## config.mk

```make
export PLATFORM = sky130hd
export DESIGN_NAME = sipo16
export DESIGN_NICKNAME = d
export VERILOG_FILES = /design/src/rtl/sipo16.sv
export SDC_FILE = /design/constraint.sdc
export NUM_CORES = 2
export LEC_CHECK = 0
export ABC_AREA = 0
export ABC_CLOCK_PERIOD_IN_PS = 3900
export CORE_MARGIN = 3
export CORE_UTILIZATION = 40
export CTS_CLUSTER_SIZE = 14
export DETAILED_ROUTE_END_ITERATION = 8
export DONT_BUFFER_PORTS = 1
export PLACE_DENSITY = 0.64
export REMOVE_ABC_BUFFERS = 1
export SYNTH_ARGS = -nofsm -noshare
export SYNTH_HDL_FRONTEND = slang
export SYNTH_SLANG_ARGS = --single-unit
```

## constraint.sdc

```tcl
create_clock -name clk -period 3.9 [get_ports clk]
set_clock_uncertainty 0.05 [all_clocks]
set_input_delay 0.195 -clock clk [delete_from_list [all_inputs] [get_ports clk]]
set_output_delay 0.195 -clock clk [all_outputs]
set_load 0.05 [all_outputs]
```

## src/rtl/sipo16.sv

```systemverilog
// sipo16 -- serial-in / parallel-out frame assembler.
//
// Collects N_WORDS words of WORD_W bits from a valid/ready serial stream
// into one parallel frame and presents it on a valid/ready output register.
// The first word received lands in the top word of po, and the last word
// received lands in po[WORD_W-1:0].
//
// A shift register assembles the frame while the output register holds the
// previous frame. If the output register is busy when a frame completes, the
// block parks the frame in the shift register (FULL) and stalls si until the
// consumer frees the slot.
//
// Ports
//   clk       in   single clock, rising edge
//   rst_n     in   asynchronous active-low reset
//   si        in   serial input word
//   si_valid  in   si carries a word this cycle
//   si_ready  out  block accepts si this cycle (registered-state decode)
//   clr       in   synchronous discard of the partial frame
//   po        out  assembled parallel frame
//   po_valid  out  po holds a complete frame
//   po_ready  in   consumer takes po this cycle
//   word_cnt  out  number of words in the partial frame
module sipo16 #(
  parameter int WORD_W  = 64,
  parameter int N_WORDS = 16
) (
  input  logic                        clk,
  input  logic                        rst_n,
  input  logic [WORD_W-1:0]           si,
  input  logic                        si_valid,
  output logic                        si_ready,
  input  logic                        clr,
  output logic [WORD_W*N_WORDS-1:0]   po,
  output logic                        po_valid,
  input  logic                        po_ready,
  output logic [$clog2(N_WORDS)-1:0]  word_cnt
);

  localparam int FRAME_W = WORD_W * N_WORDS;
  localparam int CNT_W   = $clog2(N_WORDS);
  localparam logic [CNT_W-1:0] LAST_CNT = CNT_W'(N_WORDS - 1);

  typedef enum logic {
    FILL = 1'b0,
    FULL = 1'b1
  } state_t;

  state_t             r_state;
  state_t             w_stateNext;
  logic [FRAME_W-1:0] r_shift;
  logic [CNT_W-1:0]   r_wordCnt;
  logic [FRAME_W-1:0] r_po;
  logic               r_poValid;

  logic               w_accept;
  logic               w_slotFree;
  logic               w_lastWord;
  logic               w_complete;
  logic               w_loadFromSi;
  logic               w_loadFromShift;
  logic [FRAME_W-1:0] w_shifted;

  // The output slot can take a new frame if it is empty or being consumed
  // on this same edge; that is what lets back-to-back frames run without a
  // stall cycle.
  assign w_accept        = si_valid && (r_state == FILL);
  assign w_slotFree      = !r_poValid || po_ready;
  assign w_lastWord      = (r_wordCnt == LAST_CNT);
  assign w_complete      = w_accept && w_lastWord;
  assign w_shifted       = {r_shift[FRAME_W-WORD_W-1:0], si};
  assign w_loadFromSi    = !clr && w_complete && w_slotFree;
  assign w_loadFromShift = !clr && (r_state == FULL) && w_slotFree;

  // State register
  always_ff @(posedge clk or negedge rst_n) begin
    if (!rst_n) begin
      r_state <= FILL;
    end else begin
      r_state <= w_stateNext;
    end
  end

  // Next-state logic; clr overrides every transition.
  always_comb begin
    w_stateNext = r_state;
    if (clr) begin
      w_stateNext = FILL;
    end else begin
      case (r_state)
        FILL: if (w_complete && !w_slotFree) w_stateNext = FULL;
        FULL: if (w_slotFree)                w_stateNext = FILL;
        default:                             w_stateNext = FILL;
      endcase
    end
  end

  // Output decode: purely from registered state, so si_ready has no
  // combinational path from si_valid or po_ready.
  always_comb begin
    si_ready = (r_state == FILL);
  end

  // Shift register and word counter. On a completing accept with the slot
  // busy the counter parks at N_WORDS-1 until the FULL transfer clears it.
  // The shift register is not cleared after a transfer: the next frame
  // shifts the old contents out completely.
  always_ff @(posedge clk or negedge rst_n) begin
    if (!rst_n) begin
      r_shift   <= '0;
      r_wordCnt <= '0;
    end else if (clr) begin
      r_shift   <= '0;
      r_wordCnt <= '0;
    end else if (w_accept) begin
      r_shift <= w_shifted;
      if (w_lastWord) begin
        if (w_slotFree) r_wordCnt <= '0;
      end else begin
        r_wordCnt <= r_wordCnt + CNT_W'(1);
      end
    end else if (w_loadFromShift) begin
      r_wordCnt <= '0;
    end
  end

  // Output register. clr suppresses loads but a consume on the same edge
  // still empties the slot.
  always_ff @(posedge clk or negedge rst_n) begin
    if (!rst_n) begin
      r_po      <= '0;
      r_poValid <= 1'b0;
    end else if (w_loadFromSi) begin
      r_po      <= w_shifted;
      r_poValid <= 1'b1;
    end else if (w_loadFromShift) begin
      r_po      <= r_shift;
      r_poValid <= 1'b1;
    end else if (r_poValid && po_ready) begin
      r_poValid <= 1'b0;
    end
  end

  assign po       = r_po;
  assign po_valid = r_poValid;
  assign word_cnt = r_wordCnt;

endmodule

```

Yosys cells after proc, flatten, opt, wreduce, memory -nomap -nowiden
Cells that the tools add are included.
{ "op_classes": {"add_sub_neg": 1, "multipliers": 0, "div": 0, "order_cmp": 0, "n_eq_ne": 2, "n_shift": 0, "n_mux": 16, "bitwise": 1, "reduce_logical": 17} }
{ "ops": {"columns": ["operator", "n"], "rows": [
  ["2-to-1 mux 1024 bit", 4],
  ["2-to-1 mux 4 bit", 5],
  ["logical AND 1 bit", 8],
  ["2-to-1 mux 1 bit", 6],
  ["nonzero test 3 bit", 2],
  ["adder 4 x 1 -> 4 bit (second input constant)", 1],
  ["== test 4 bit (second input constant)", 1],
  ["inequality test 4 bit (second input constant)", 1],
  ["nonzero test 2 bit", 2],
  ["zero test 1 bit", 3],
  ["one-hot mux 1 bit (2 select lines)", 1],
  ["AND reduction 2 bit", 1],
  ["logical OR 1 bit", 1],
  ["NOT 1 bit", 1]
]} }
{ "word_totals": {"reg_bits": 2054, "latch_bits": 0, "mem_bits_rw": 0, "mem_bits_ro": 0, "inputBits": 69, "wordCells": 42, "n_memories": 0} }

Longest topological paths before layout
{ "depth": {"word_depth": 7, "ltp_mapped": 8, "mapped_depth_nobuf": 4} }

Least setup slack after synthesis
No wires, ideal clock.
{ "synth_path": {"path_type": "reg-to-reg", "start": "register r_wordCnt[0], in the netlist word_cnt[0]", "end": "register r_po[900], in the netlist po[900]", "setup_time_ns": 0.130, "arrival_ns": 2.128, "setup_slack_ns": 1.592, "path_stages_with_launch": 8, "path_buffers": 3, "cell_sequence": "dfrtp_1 ha_1 a41oi_2 or3_1 buf_2 buf_2 buf_1 o2bb2ai_1"} }
{ "synth_between": {"elab_chain_len": 5, "elab_cells_between_ends": 6} }
{ "synth_lines": {"columns": ["item", "line_no", "source"], "rows": [
  ["start, declared", "52", "logic [CNT_W-1:0] r_wordCnt;"],
  ["start signal, assigned", "120", "r_wordCnt <= r_wordCnt + CNT_W'(1);"],
  ["== test 4 bit (*)", "69", "assign w_lastWord = (r_wordCnt == LAST_CNT);"],
  ["logical AND 1 bit (*)", "70", "assign w_complete = w_accept && w_lastWord;"],
  ["logical AND 1 bit (*) (2 in series)", "72", "assign w_loadFromSi = !clr && w_complete && w_slotFree;"],
  ["2-to-1 mux 1024 bit / nonzero test 2 bit (equally long branches)", null, null],
  ["end signal, assigned", "134", "r_po <= w_shifted;"],
  ["end signal, assigned", "137", "r_po <= r_shift;"],
  ["end, declared", "53", "logic [FRAME_W-1:0] r_po;"]
]} }
Every way passes the cells marked *; elsewhere a longest branch is shown, timed or not.
A chain may end at the register's enable or synchronous reset.

Final worst setup path
{ "layout_path": {"start": "register r_state", "end": "register r_shift[701]"} }
{ "layout_between": {"elab_chain_len": 3} }
{ "layout_lines": {"columns": ["item", "line_no", "source"], "rows": [
  ["start, declared", "49", "state_t r_state;"],
  ["start signal, assigned", "80", "r_state <= w_stateNext;"],
  ["NOT 1 bit", null, null],
  ["logical AND 1 bit", "67", "assign w_accept = si_valid && (r_state == FILL);"],
  ["nonzero test 2 bit (no line)", null, null],
  ["end signal, assigned", "116", "r_shift <= w_shifted;"],
  ["end, declared", "51", "logic [FRAME_W-1:0] r_shift;"]
]} }
Every way passes these cells.

==> reports/results.ini <==
[placement]
buffer_ports.inserted=0
place_congestion=0.845
detailed_place_hpwl_mm=169
preCtsSetupSlack_ns=-1.03
placed_cells=10200

[global_routing]
grt_overflow=0
global_route_usage_over_all_layers_pct=25.3
largest_net_degree_at_the_start_of_global_routing=808
number_of_antenna_violations_at_the_first_check_in_global_routing=13
first_global_vias=68500
grt_first_pass_wirelength_mm=443

[logic_synthesis]
synth-edff-count=0
synth.top_cell.area_share_pct=59.7
post-synth-top-count-cell=sky130_fd_sc_hd__dfrtp_1
synth_seq_area_share_pct=59.7
synth-seq-cells=2054
syn_inst=8121
synth.top_cells.by_area=sky130_fd_sc_hd__dfrtp_1 60%, sky130_fd_sc_hd__nand2_1 8.9%, sky130_fd_sc_hd__a2bb2oi_1 8.2%
netlist_top_cells_count=2,054 x sky130_fd_sc_hd__dfrtp_1, 2,051 x sky130_fd_sc_hd__nand2_1, 1,024 x sky130_fd_sc_hd__a21oi_1, 807 x sky130_fd_sc_hd__a2bb2oi_1, 807 x sky130_fd_sc_hd__o32ai_1
syn-mean-instance-area_um2=10.6
synthFlopType=sky130_fd_sc_hd__dfrtp_1
yosys_warn_count=0
ys_async_sr_fraction_pct=100
synth_cell_type_count=34
syn_area_um2=86100
top_cell_type_by_total_area_after_synthesis=sky130_fd_sc_hd__dfrtp_1

[final_layout]
stdcell_count=11500
area_growth_syn_to_layout_pct=22.2
finalNetCount=8612
layout-drive-gt1-share_pct=6.28

[run_status]
violations=hold timing, slew limit
run_status=finished, violations left

[floorplanning]
die_h_um=470
die-width_um=470
fp.dieArea_um2=221000
start_util_pct=40.4
core_region_area_um2=213000
io_pins=1099
core.rowCount=169

[timing]
rsz_0062_raised_after_global_routing=false
hold-worst-slack_ns=-0.998
fin_ws_ns=0.438
period_needed_ns=3.46
worst-slew-pin-transition_ns=1.87
final_max_slew_viol_count=132
timing.fmax_ghz=0.289
final.period_utilization_pct=88.8
slew_headroom_pct=-24.4
hold_viol=486
finalSetupViolCount=0
final.setup.tns_ns=0

[critical_path]
worst-path-max-fanout=34
arrival_ns=4.20
crit_end=r_shift[701]
endpoint_kind=flip-flop
reg_to_reg_startpoint=r_state
cp-startpoint=r_state
r2r-end=r_shift[701]
worst_ep_required_time_ns=4.64
worst-r2r-setup-slack_ns=0.44
critical_path.startpoint_type=flip-flop
worstRegToRegCells=6
critical_path_class=reg2reg

[drt]
wl_mm=291
dr.pass1.iters=6
drc=0
final_antenna_net_count=0
drt_iter0_drc=7675
detail_route.wl_per_cell_um=25.2
dr_total_vias=71300
vias_per_cell=6.18

[power]
ir_drop_mv=0.561
powerDensity_nw_per_um2=419
leakagePower_nw=45.8
totalPowerFinal_mw=44.1

[clocking]
cts_buffers=212
cts_num_sinks=2054
clkTransAtPathRegs_ns=0.06
cts_root_buf=sky130_fd_sc_hd__clkbuf_16
cts_tree=yes
cts-root-to-sink-buffers=3
clock_latency_ns=0.86
ctsHtreeMaxLevel=4

[worst_hold_path]
hold_path.class=in2async

[run]
max_cap_violations=0

## flip-flops by register name, summed over array words and instances, names as in the netlist
| register | cells |
|---|---|
| r_state | 1 |
| word_cnt | 4 |
| po_valid | 1 |
| r_shift | 1024 |
| po | 1024 |
## final cells by class
type / count / area [um^2]
timing repair buffer: 1118 / 12000
fill: 18600 / 108000
clock inverter: 68 / 925
clock buffer: 314 / 6260
sequential: 2054 / 51400
inverter: 3 / 18.8
multi-input combinational: 5153 / 31000
antenna: 10 / 25.0
tap: 2821 / 3530
## through the flow
step / cell area, um^2 / util (%)
5_1_grt: 105000 / 49.4
2_1_floorplan: 82400 / -
3_5_place_dp: 88500 / 41.5
6_report: 105000 / 49.4
4_1_cts: 105000 / 49.3
3_3_place_gp: 88500 / 41.5
## layer usage
layer  track usage (%)  vias up  share of wire [%]
li1                  -    31100                  -
met1              32.5    36500                 39
met2              37.6     3146                 45
met3              7.87      608                9.8
met4              14.9        6                6.9
met5                 0        -              0.014
## how the worst min path moves through the flow
stage               endpoint   from  cells past startpoint
floorplan              po[0]  rst_n                      0
global placement     po[832]  rst_n                      0
detailed placement   po[832]  rst_n                      0
CTS                  po[832]  rst_n                      0
global route         po[832]  rst_n                      0
finish               po[832]  rst_n                      0
## cell usage in the layout (no fill, tap or decap), types with 5 or more instances in the layout
master                          Yosys  final
sky130_fd_sc_hd__dlygate4sd3_1      0    921
sky130_fd_sc_hd__buf_16             0     18
sky130_fd_sc_hd__dfrtp_1         2054   2053
sky130_fd_sc_hd__o2bb2ai_1        217    217
sky130_fd_sc_hd__o32ai_1          807    806
sky130_fd_sc_hd__clkbuf_1         649     45
sky130_fd_sc_hd__diode_2            0     10
sky130_fd_sc_hd__a2bb2oi_1        807    807
sky130_fd_sc_hd__clkinv_16          0      8
sky130_fd_sc_hd__clkbuf_16          0    213
sky130_fd_sc_hd__clkbuf_8           0     57
sky130_fd_sc_hd__clkinv_2           0     35
sky130_fd_sc_hd__nand2_1         2051   2050
sky130_fd_sc_hd__buf_12             0     68
sky130_fd_sc_hd__inv_6              0      5
sky130_fd_sc_hd__a32oi_1          217    217
sky130_fd_sc_hd__buf_4              0    109
sky130_fd_sc_hd__bufinv_16          0     12
sky130_fd_sc_hd__a21oi_1         1024   1024
## worst max-delay path, cell delays in order (launching register included)
cell and delay (ns):
sky130_fd_sc_hd__dfrtp_4 0.63, sky130_fd_sc_hd__nand2b_4 0.92, sky130_fd_sc_hd__buf_4 0.46, sky130_fd_sc_hd__buf_4 0.42
sky130_fd_sc_hd__nand2_1 0.09, sky130_fd_sc_hd__a21oi_1 0.18, sky130_fd_sc_hd__dlygate4sd3_1 0.60
## what timing repair did
| action | 4_1_cts | 5_1_grt |
|---|---|---|
| buffers inserted | 0 | 0 |
| gates cloned | 1 | 1 |
| gates resized for setup | 0 | 0 |
| hold endpoints to repair | 1340 | 248 |
| endpoints found under the setup margin | 213 | 213 |
| hold buffers | 919 | 7 |
## logic make-up after synthesis
group	count (synthesis)	synth area share, %
buffers and inverters	914	4.28
adders and majority gates	1	0.0145
DFF	2054	59.7
and+or+nand+nor	2070	9.08
AOI/OAI and AO/OA	3082	26.9
## report_power, final
part           total (mW)  internal, mW  switching [mW]
registers            21.5          21.4          0.0949
clock network        20.8          11.9            8.86
logic                1.82         0.395            1.43
total                44.1          33.7            10.4
Power figures use the tool's default switching activity.
